==> src/rtl/max7219_ctrl.sv <==
// Frame sequencer feeding the MAX7219 serial interface block: power-up configuration
// sequence, digit refresh from a latched display image, pending-request merging and a done watchdog.
module max7219_ctrl #(
  parameter int          G_DONE_TIMEOUT   = 4096,
  parameter logic [3:0]  G_INIT_INTENSITY = 4'h8
) (
  input  logic        clk,
  input  logic        rst_n,
  input  logic        i_init,
  input  logic        i_update,
  input  logic        i_use_cfg,
  input  logic [3:0]  i_intensity,
  input  logic [2:0]  i_scan_limit,
  input  logic [7:0]  i_decode,
  input  logic [63:0] i_digits,
  output logic        o_start,
  output logic        o_en_load,
  output logic [15:0] o_data,
  input  logic        i_done,
  output logic        o_busy,
  output logic        o_init_done,
  output logic        o_error
);

  localparam int CW = $clog2(G_DONE_TIMEOUT + 1);
  // The error edge lands G_DONE_TIMEOUT cycles after o_start rises, so compare one step early.
  localparam logic [CW-1:0] C_LAST = CW'(G_DONE_TIMEOUT - 2);

  typedef enum logic [2:0] {
    IDLE      = 3'd0,
    ISSUE     = 3'd1,
    WAIT_DONE = 3'd2,
    NEXT      = 3'd3,
    ERR       = 3'd4
  } state_t;

  state_t        state_q, state_d;
  logic          pend_init_q, pend_init_d;
  logic          pend_upd_q, pend_upd_d;
  logic          sel_init_q, sel_init_d;
  logic [2:0]    idx_q, idx_d;
  logic [CW-1:0] cnt_q, cnt_d;
  logic [3:0]    inten_q, inten_d;
  logic [2:0]    scan_q, scan_d;
  logic [7:0]    decode_q, decode_d;
  logic [63:0]   digits_q, digits_d;
  logic          start_q, start_d;
  logic [15:0]   data_q, data_d;
  logic          busy_q, busy_d;
  logic          init_done_q, init_done_d;
  logic          error_q, error_d;
  logic          launch_s, launch_init_s;
  logic [3:0]    eff_inten_s;
  logic [2:0]    last_idx_s;

  function automatic logic [15:0] frame_f(
    input logic        is_init,
    input logic [2:0]  idx,
    input logic [3:0]  inten,
    input logic [2:0]  scan,
    input logic [7:0]  dec,
    input logic [63:0] digs
  );
    logic [15:0] f;
    f = 16'h0000;
    if (is_init) begin
      case (idx)
        3'd0:    f = 16'h0F00;
        3'd1:    f = {8'h0B, 5'b00000, scan};
        3'd2:    f = {8'h09, dec};
        3'd3:    f = {8'h0A, 4'h0, inten};
        3'd4:    f = 16'h0C01;
        default: f = 16'h0F00;
      endcase
    end else begin
      f = {4'h0, {1'b0, idx} + 4'd1, digs[{idx, 3'b000} +: 8]};
    end
    return f;
  endfunction

  assign eff_inten_s = i_use_cfg ? i_intensity : G_INIT_INTENSITY;
  assign last_idx_s  = sel_init_q ? 3'd4 : scan_q;

  // Next-state, request tracking and registered-output computation.
  always_comb begin
    state_d       = state_q;
    pend_init_d   = pend_init_q | i_init;
    pend_upd_d    = pend_upd_q | i_update;
    sel_init_d    = sel_init_q;
    idx_d         = idx_q;
    cnt_d         = cnt_q;
    inten_d       = inten_q;
    scan_d        = scan_q;
    decode_d      = decode_q;
    digits_d      = digits_q;
    start_d       = 1'b0;
    data_d        = data_q;
    busy_d        = busy_q;
    error_d       = error_q;
    launch_s      = 1'b0;
    launch_init_s = 1'b0;
    if (i_init) begin
      init_done_d = 1'b0;
    end else begin
      init_done_d = init_done_q;
    end

    case (state_q)
      IDLE: begin
        if (pend_init_q) begin
          launch_s      = 1'b1;
          launch_init_s = 1'b1;
        end else if (pend_upd_q && init_done_q) begin
          launch_s      = 1'b1;
        end else begin
          state_d       = IDLE;
        end
      end
      ISSUE: begin
        state_d = WAIT_DONE;
        cnt_d   = '0;
      end
      WAIT_DONE: begin
        if (i_done) begin
          state_d = NEXT;
        end else if (cnt_q == C_LAST) begin
          error_d = 1'b1;
          busy_d  = 1'b0;
          state_d = ERR;
        end else begin
          cnt_d   = cnt_q + CW'(1);
        end
      end
      NEXT: begin
        if (idx_q == last_idx_s) begin
          state_d = IDLE;
          busy_d  = 1'b0;
          if (sel_init_q) begin
            init_done_d = ~i_init;
          end else begin
            init_done_d = init_done_q & ~i_init;
          end
        end else if (!sel_init_q && pend_init_q) begin
          // Abandon the refresh so the pending init starts from IDLE.
          state_d = IDLE;
          busy_d  = 1'b0;
        end else begin
          idx_d   = idx_q + 3'd1;
          state_d = ISSUE;
          start_d = 1'b1;
          data_d  = frame_f(sel_init_q, idx_q + 3'd1, inten_q, scan_q, decode_q, digits_q);
        end
      end
      ERR: begin
        pend_upd_d = 1'b0;
        if (pend_init_q) begin
          launch_s      = 1'b1;
          launch_init_s = 1'b1;
        end else begin
          state_d       = ERR;
        end
      end
      default: begin
        state_d = IDLE;
        busy_d  = 1'b0;
      end
    endcase

    if (launch_s) begin
      state_d    = ISSUE;
      start_d    = 1'b1;
      busy_d     = 1'b1;
      idx_d      = 3'd0;
      sel_init_d = launch_init_s;
      inten_d    = eff_inten_s;
      scan_d     = i_scan_limit;
      decode_d   = i_decode;
      digits_d   = i_digits;
      data_d     = frame_f(launch_init_s, 3'd0, eff_inten_s, i_scan_limit, i_decode, i_digits);
      if (launch_init_s) begin
        pend_init_d = 1'b0;
        error_d     = 1'b0;
        init_done_d = 1'b0;
      end else begin
        pend_upd_d  = 1'b0;
      end
    end else begin
      sel_init_d = sel_init_q;
    end
  end

  // State and output registers, cleared asynchronously.
  always_ff @(posedge clk or negedge rst_n) begin
    if (!rst_n) begin
      state_q     <= IDLE;
      pend_init_q <= 1'b0;
      pend_upd_q  <= 1'b0;
      sel_init_q  <= 1'b0;
      idx_q       <= 3'd0;
      cnt_q       <= '0;
      inten_q     <= 4'h0;
      scan_q      <= 3'd0;
      decode_q    <= 8'h00;
      digits_q    <= 64'h0;
      start_q     <= 1'b0;
      data_q      <= 16'h0000;
      busy_q      <= 1'b0;
      init_done_q <= 1'b0;
      error_q     <= 1'b0;
    end else begin
      state_q     <= state_d;
      pend_init_q <= pend_init_d;
      pend_upd_q  <= pend_upd_d;
      sel_init_q  <= sel_init_d;
      idx_q       <= idx_d;
      cnt_q       <= cnt_d;
      inten_q     <= inten_d;
      scan_q      <= scan_d;
      decode_q    <= decode_d;
      digits_q    <= digits_d;
      start_q     <= start_d;
      data_q      <= data_d;
      busy_q      <= busy_d;
      init_done_q <= init_done_d;
      error_q     <= error_d;
    end
  end

  assign o_start     = start_q;
  assign o_en_load   = busy_q;
  assign o_data      = data_q;
  assign o_busy      = busy_q;
  assign o_init_done = init_done_q;
  assign o_error     = error_q;

endmodule
==> config.mk <==
export PLATFORM = sky130hd
export DESIGN_NAME = max7219_ctrl
export DESIGN_NICKNAME = d
export VERILOG_FILES = /design/src/rtl/max7219_ctrl.sv
export SDC_FILE = /design/constraint.sdc
export NUM_CORES = 1
export LEC_CHECK = 0
export CELL_PAD_IN_SITES_DETAIL_PLACEMENT = 1
export CELL_PAD_IN_SITES_GLOBAL_PLACEMENT = 1
export CORE_AREA = 2 2 83 165
export CTS_CLUSTER_DIAMETER = 30
export CTS_CLUSTER_SIZE = 12
export DETAILED_ROUTE_END_ITERATION = 16
export DIE_AREA = 0 0 85 167
export GPL_ROUTABILITY_DRIVEN = 0
export GPL_TIMING_DRIVEN = 0
export PLACE_DENSITY_LB_ADDON = 0.1
export SLEW_MARGIN = 5
export SYNTH_ARGS = -nofsm -noshare
export SYNTH_HDL_FRONTEND = slang
export SYNTH_SLANG_ARGS = --single-unit
==> constraint.sdc <==
create_clock -name clk -period 5.4 [get_ports clk]
set_input_delay 1.08 -clock clk [delete_from_list [all_inputs] [get_ports clk]]
set_output_delay 1.08 -clock clk [all_outputs]
set_load 0.01 [all_outputs]
### Yosys cells after proc, flatten, opt, wreduce, memory -nomap -nowiden

Index checks and enable logic that the tools add are counted.

* register bits after elaboration: 121
* output and inout bits: 21
* bits of input ports: 85
* logic and storage cells: 113

* equal/unequal tests: 22
* bitwise gates (word level): 4
* add/sub/neg operators: 3
* multiplexer cells: 56
* shift operators: 1
* reduce and logical (&&, ||, !) cells: 12

Operator list (count)
* $mux 16: 5
* $shiftx 64x7->8: 1
* $pmux 11 s4: 1
* $mux 3: 11
* $mux 1: 31
* $mux 13: 2
* $pmux 13 s2: 1
* $ne 3x3->1 const B: 5
* $pmux 3 s5: 1
* $add 13x1->13 const B: 1
* $eq 13x12->1 const B: 1
* $eq 3x2->1 const B: 4
* $mux 12: 1
* $ne 2x2->1 const B: 4
* $ne 4x4->1 const B: 2
* $reduce_and 4->1: 2
* $eq 3x1->1 const B: 2
* $eq 3x3->1 const B: 2
* $reduce_and 3->1: 2
* $add 3x1->4 const B: 1
* $mux 4: 1
* $reduce_bool 2->1: 2
* $add 3x1->3 const B: 1
* $eq 3x3->1: 1
* other kinds (11): 13

### Logic depth before layout (Yosys ltp)

* depth after elaboration: 8
* gate-level depth with buffers: 10
* gate-level depth less buffers: 7

### Worst setup path after synthesis

OpenSTA, ideal clock, no wires.

* kind: register to register
* start point: reg idx_q[0]
* end point: reg data_q[3] (netlist: o_data[3])
* setup time: 0.139 ns
* data required time: 5.261 ns
* data arrival time: 2.670 ns
* slack: 2.591 ns
* stages on the path, launching flop included: 10
* period minus slack after synthesis: 2.809 ns
* path buffers: 4
* cell sequence: dfrtp_1 -> buf_2 -> buf_2 -> clkinv_1 -> ha_1 -> buf_2 -> clkbuf_1 -> mux4_2 -> a221oi_1 -> a221oi_2

* longest elaborated chain between the ends: 8
* elaborated cells on any way between the ends: 15
* those cells by class: add/sub (1); eq/ne (6); shift (1); mux (6); reduce/logical (1)

Ends and longest elaborated chain
* from (decl): line 41 `logic [2:0] idx_q, idx_d;`
* from (signal assigned): line 215 `idx_q <= idx_d;`
* branches (longest 8 deep; another with $add 3x1->3)
* to (signal assigned): line 222 `data_q <= data_d;`
* to (decl): line 48 `logic [15:0] data_q, data_d;`

Several ways; the timed one is not identified. The select of a mux whose other input is x is not followed.
A chain may end at the register's enable or synchronous reset.

### Worst setup path after layout

Same ends and word-level chain as after synthesis.

==> impl_summary.log <==
[metrics] count of flip-flops with a built-in enable after synthesis: 0
[metrics] number of top-level pins: 106
[metrics] register area share after synthesis: 50.34%
[metrics] distinct cell type count of the synthesized netlist: 68
[metrics] total count of hold-check failures in the final report: 0
[metrics] Setup Skew: 0.01269 ns
[metrics] Worst R2R Path Depth: 9
[metrics] Min-Delay Endpoint: o_data[11]
[metrics] R2R Setup Slk: 1.63 ns
[metrics] total track usage: 25.29%
[metrics] worst hold path stage count: 1
[metrics] TritonCTS buffer count: 17
[metrics] pin count of the biggest net entering global routing: 64
[metrics] detail-routed net length per standard cell: 22.65 um
[metrics] input/output buffers: 101
[metrics] Initial Utilization: 45.02%
[metrics] Nets: 675
[metrics] Hold WC Path Type: reg2reg
[metrics] status: finished, final reports clean
[metrics] routed vias: 4328
[metrics] maximum clock path buffer count: 2
[metrics] Clock Latency Late Sink: 0.42 ns
[metrics] core region area: 0.01292 mm^2
[metrics] Placement Rows: 59
[metrics] most instantiated flip-flop cell in the synthesis netlist: sky130_fd_sc_hd__dfrtp_1
[metrics] reg-to-reg critical path startpoint: idx_q[0]
[metrics] RSZ-0062 raised after global routing: no
[metrics] power consumption: 4.854 mW
[metrics] number of iterations in the first detailed-routing pass: 5
[metrics] Hold Buf Count CTS: 0
[metrics] count of routing violations after the opening detailed-route iteration: 121
[metrics] clock sink count: 117
[metrics] synthesized netlist cell count: 459
[metrics] Worst Max-Slew Pin Slew: 0.8712 ns
[metrics] count of antenna-violating nets left after detailed routing: 0
[metrics] floorplan die height: 167 um
[metrics] number of H-tree levels: 4
[metrics] most used cells in the layout excluding fill and tap cells: sky130_fd_sc_hd__dfrtp_1, sky130_fd_sc_hd__clkdlybuf4s50_1, sky130_fd_sc_hd__mux2_2
[metrics] category of the worst setup path capture point: flop
[metrics] final setup violation count: 0
[metrics] max-slew violation count: 0
[metrics] vias per inst: 5.786
[metrics] Worst Setup Path Type: reg2reg
[metrics] tightest slew margin relative to the limit: 41.31%
[metrics] startpoint of the most critical setup path: idx_q[0]
[metrics] root buf cell: sky130_fd_sc_hd__clkbuf_16
[metrics] count of warnings emitted by yosys: 0
[metrics] post-route DRC violation count: 0
[metrics] global-route congestion overflow total: 0
[metrics] crit path max fanout: 10
[metrics] critical path data required time: 5.68 ns
[metrics] via count of the first global-routing pass: 5167
[metrics] most common cell after layout, fill and taps aside: sky130_fd_sc_hd__dfrtp_1
[metrics] critical register-to-register path endpoint: o_data[3]
[metrics] Maximum Capacitance Violations: 0
[metrics] final routed wirelength across all metal layers: 16940 um
[metrics] leakage power summed over all cells: 3.153 nW
[metrics] power density cells: 633.4 mW/mm^2
[metrics] synthesized area per cell: 12.67 um^2
[metrics] final hold slack: 0.4932 ns
[metrics] Highest Clock Rate: 0.2651 GHz
[metrics] placed wire-length estimate: 12790 um
[metrics] fraction of layout instances using a drive strength above 1: 28.52%
[metrics] antenna cell count: 0
[metrics] TritonCTS clock tree: yes
[metrics] peak ir drop on the vdd network: 0.3257 mV
[metrics] element type at the critical path start: flop
[metrics] arrival time at the worst endpoint: 4.05 ns
[metrics] first-pass GRT wire length: 27080 um
[metrics] number of buffers inserted to repair setup after CTS: 0
[metrics] Final period util: 69.85%
[metrics] initial antenna violation count: 0
[metrics] number of storage elements in the synthesis netlist: 117
[metrics] Die Wd: 85 um
[metrics] area growth from synthesis to final layout: 31.78%
[metrics] Resized cells post-CTS: 0
[metrics] fin crit period: 3.772 ns
[metrics] hold path startpoint: o_data[11]
[metrics] clock edge transition at the registers on the reported setup and hold paths: 0.05 ns
[metrics] Netlist Area Pre-Place: 0.005816 mm^2
[metrics] total die area: 0.01420 mm^2
[metrics] Async SR Flop Fraction: 100.0%
[metrics] filler cell count in the final layout: 1310
## sequential cells by signal, summed over array words and instances, names as in the netlist, 3 cells and up
name      flops
inten_q       4
idx_q         3
digits_q     64
scan_q        3
state_q       3
decode_q      8
cnt_q        13
o_data       12
## cell usage after synthesis, types with 2 or more instances
| master | count | area [um^2] |
|---|---|---|
| sky130_fd_sc_hd__a211oi_1 | 4 | 30.03 |
| sky130_fd_sc_hd__and2_1 | 3 | 18.77 |
| sky130_fd_sc_hd__or3_1 | 2 | 12.51 |
| sky130_fd_sc_hd__a31oi_1 | 7 | 43.79 |
| sky130_fd_sc_hd__nand2_1 | 20 | 75.07 |
| sky130_fd_sc_hd__mux2i_1 | 6 | 60.06 |
| sky130_fd_sc_hd__dfrtp_1 | 117 | 2928 |
| sky130_fd_sc_hd__nand4_1 | 6 | 37.54 |
| sky130_fd_sc_hd__nand2b_1 | 2 | 12.51 |
| sky130_fd_sc_hd__o31ai_1 | 3 | 22.52 |
| sky130_fd_sc_hd__clkbuf_1 | 6 | 22.52 |
| sky130_fd_sc_hd__mux4_2 | 13 | 292.8 |
| sky130_fd_sc_hd__nor3_1 | 4 | 20.02 |
| sky130_fd_sc_hd__a22o_1 | 4 | 35.03 |
| sky130_fd_sc_hd__nand3b_1 | 2 | 15.01 |
| sky130_fd_sc_hd__o221ai_1 | 2 | 17.52 |
| sky130_fd_sc_hd__ha_1 | 7 | 87.58 |
| sky130_fd_sc_hd__nor4_1 | 5 | 31.28 |
| sky130_fd_sc_hd__xnor2_1 | 10 | 87.58 |
| sky130_fd_sc_hd__mux2_2 | 77 | 867.1 |
| sky130_fd_sc_hd__a222oi_1 | 3 | 30.03 |
| sky130_fd_sc_hd__buf_6 | 3 | 33.78 |
| sky130_fd_sc_hd__o21ai_0 | 13 | 65.06 |
| sky130_fd_sc_hd__nor4b_1 | 2 | 17.52 |
| sky130_fd_sc_hd__inv_2 | 2 | 7.510 |
| sky130_fd_sc_hd__buf_4 | 8 | 60.06 |
| sky130_fd_sc_hd__nand3_1 | 7 | 35.03 |
| sky130_fd_sc_hd__nor2_1 | 24 | 90.09 |
| sky130_fd_sc_hd__a221oi_2 | 8 | 120.1 |
| sky130_fd_sc_hd__nor2b_1 | 5 | 31.28 |
| sky130_fd_sc_hd__buf_2 | 15 | 75.07 |
| sky130_fd_sc_hd__o21a_1 | 3 | 22.52 |
| sky130_fd_sc_hd__a21oi_1 | 16 | 80.08 |
| sky130_fd_sc_hd__inv_1 | 15 | 56.30 |
| sky130_fd_sc_hd__o211ai_1 | 2 | 15.01 |
## worst max path at each step
stage	end	depth (start not counted)	slack [ns]
CTS	o_data[3]	9	1.61
finish	o_data[3]	9	1.63
global placement	digits_q[41]	1	-1.26
global route	o_data[4]	10	1.40
floorplan	o_data[3]	9	2.59
detailed placement	o_data[3]	9	1.67
## metal layers
layer	vias to the layer above	part of all wire, %	global-route usage (%)
met2	139	60	48.88
li1	1942	-	-
met4	0	5.0	13.94
met5	-	0	0
met1	2191	32	23.02
met3	56	3.6	5.897
## kinds of logic after synthesis
group / synth area share [%]
AOI/OAI and AO/OA: 12.09
xor gates and xnor gates: 2.259
adders and majority gates: 1.506
buffers and inverters: 4.453
DFF: 50.34
muxes: 21.23
other: 0.06448
and+or+nand+nor: 8.047
## power by group
| group | internal [mW] | switching (mW) | total (mW) |
|---|---|---|---|
| clock | 0.729 | 0.430 | 1.16 |
| sequential | 1.28 | 0.271 | 1.55 |
| combinational | 1.09 | 1.05 | 2.14 |
## stage by stage
step	setup WS, ns	TNS, ns	util, %	cells	instance area, um^2
finish	1.628	0	59.32	748	7664
global route	1.404	0	59.32	748	7664
global placement	-1.264	-146.50	54.40	715	7028
detailed placement	1.668	0	54.62	716	7057
CTS	1.605	0	59.32	748	7664
floorplan	2.591	0	-	462	5827
## worst max-delay path, cell delays in order, from the launching register on
cell	delay, ns
sky130_fd_sc_hd__dfrtp_1	0.46
sky130_fd_sc_hd__buf_2	0.34
sky130_fd_sc_hd__buf_2	0.36
sky130_fd_sc_hd__clkinv_1	0.36
sky130_fd_sc_hd__ha_1	0.40
sky130_fd_sc_hd__buf_2	0.26
sky130_fd_sc_hd__clkbuf_1	0.54
sky130_fd_sc_hd__mux4_2	0.41
sky130_fd_sc_hd__a221oi_1	0.38
sky130_fd_sc_hd__a221oi_2	0.10
## cell type report
type / count / area (um^2) / share of cell area, %
multi-input cells: 295 / 2640 / 34.45
clock inverters: 14 / 177.7 / 2.318
inverters: 18 / 67.56 / 0.8816
well taps: 152 / 190.2 / 2.482
flip-flops and latches: 117 / 2928 / 38.20
repair buffers: 102 / 1040 / 13.57
clock buffers: 18 / 429.2 / 5.600
plain buffers: 32 / 191.4 / 2.498
Note: power is estimated with default switching activity, not from simulation.
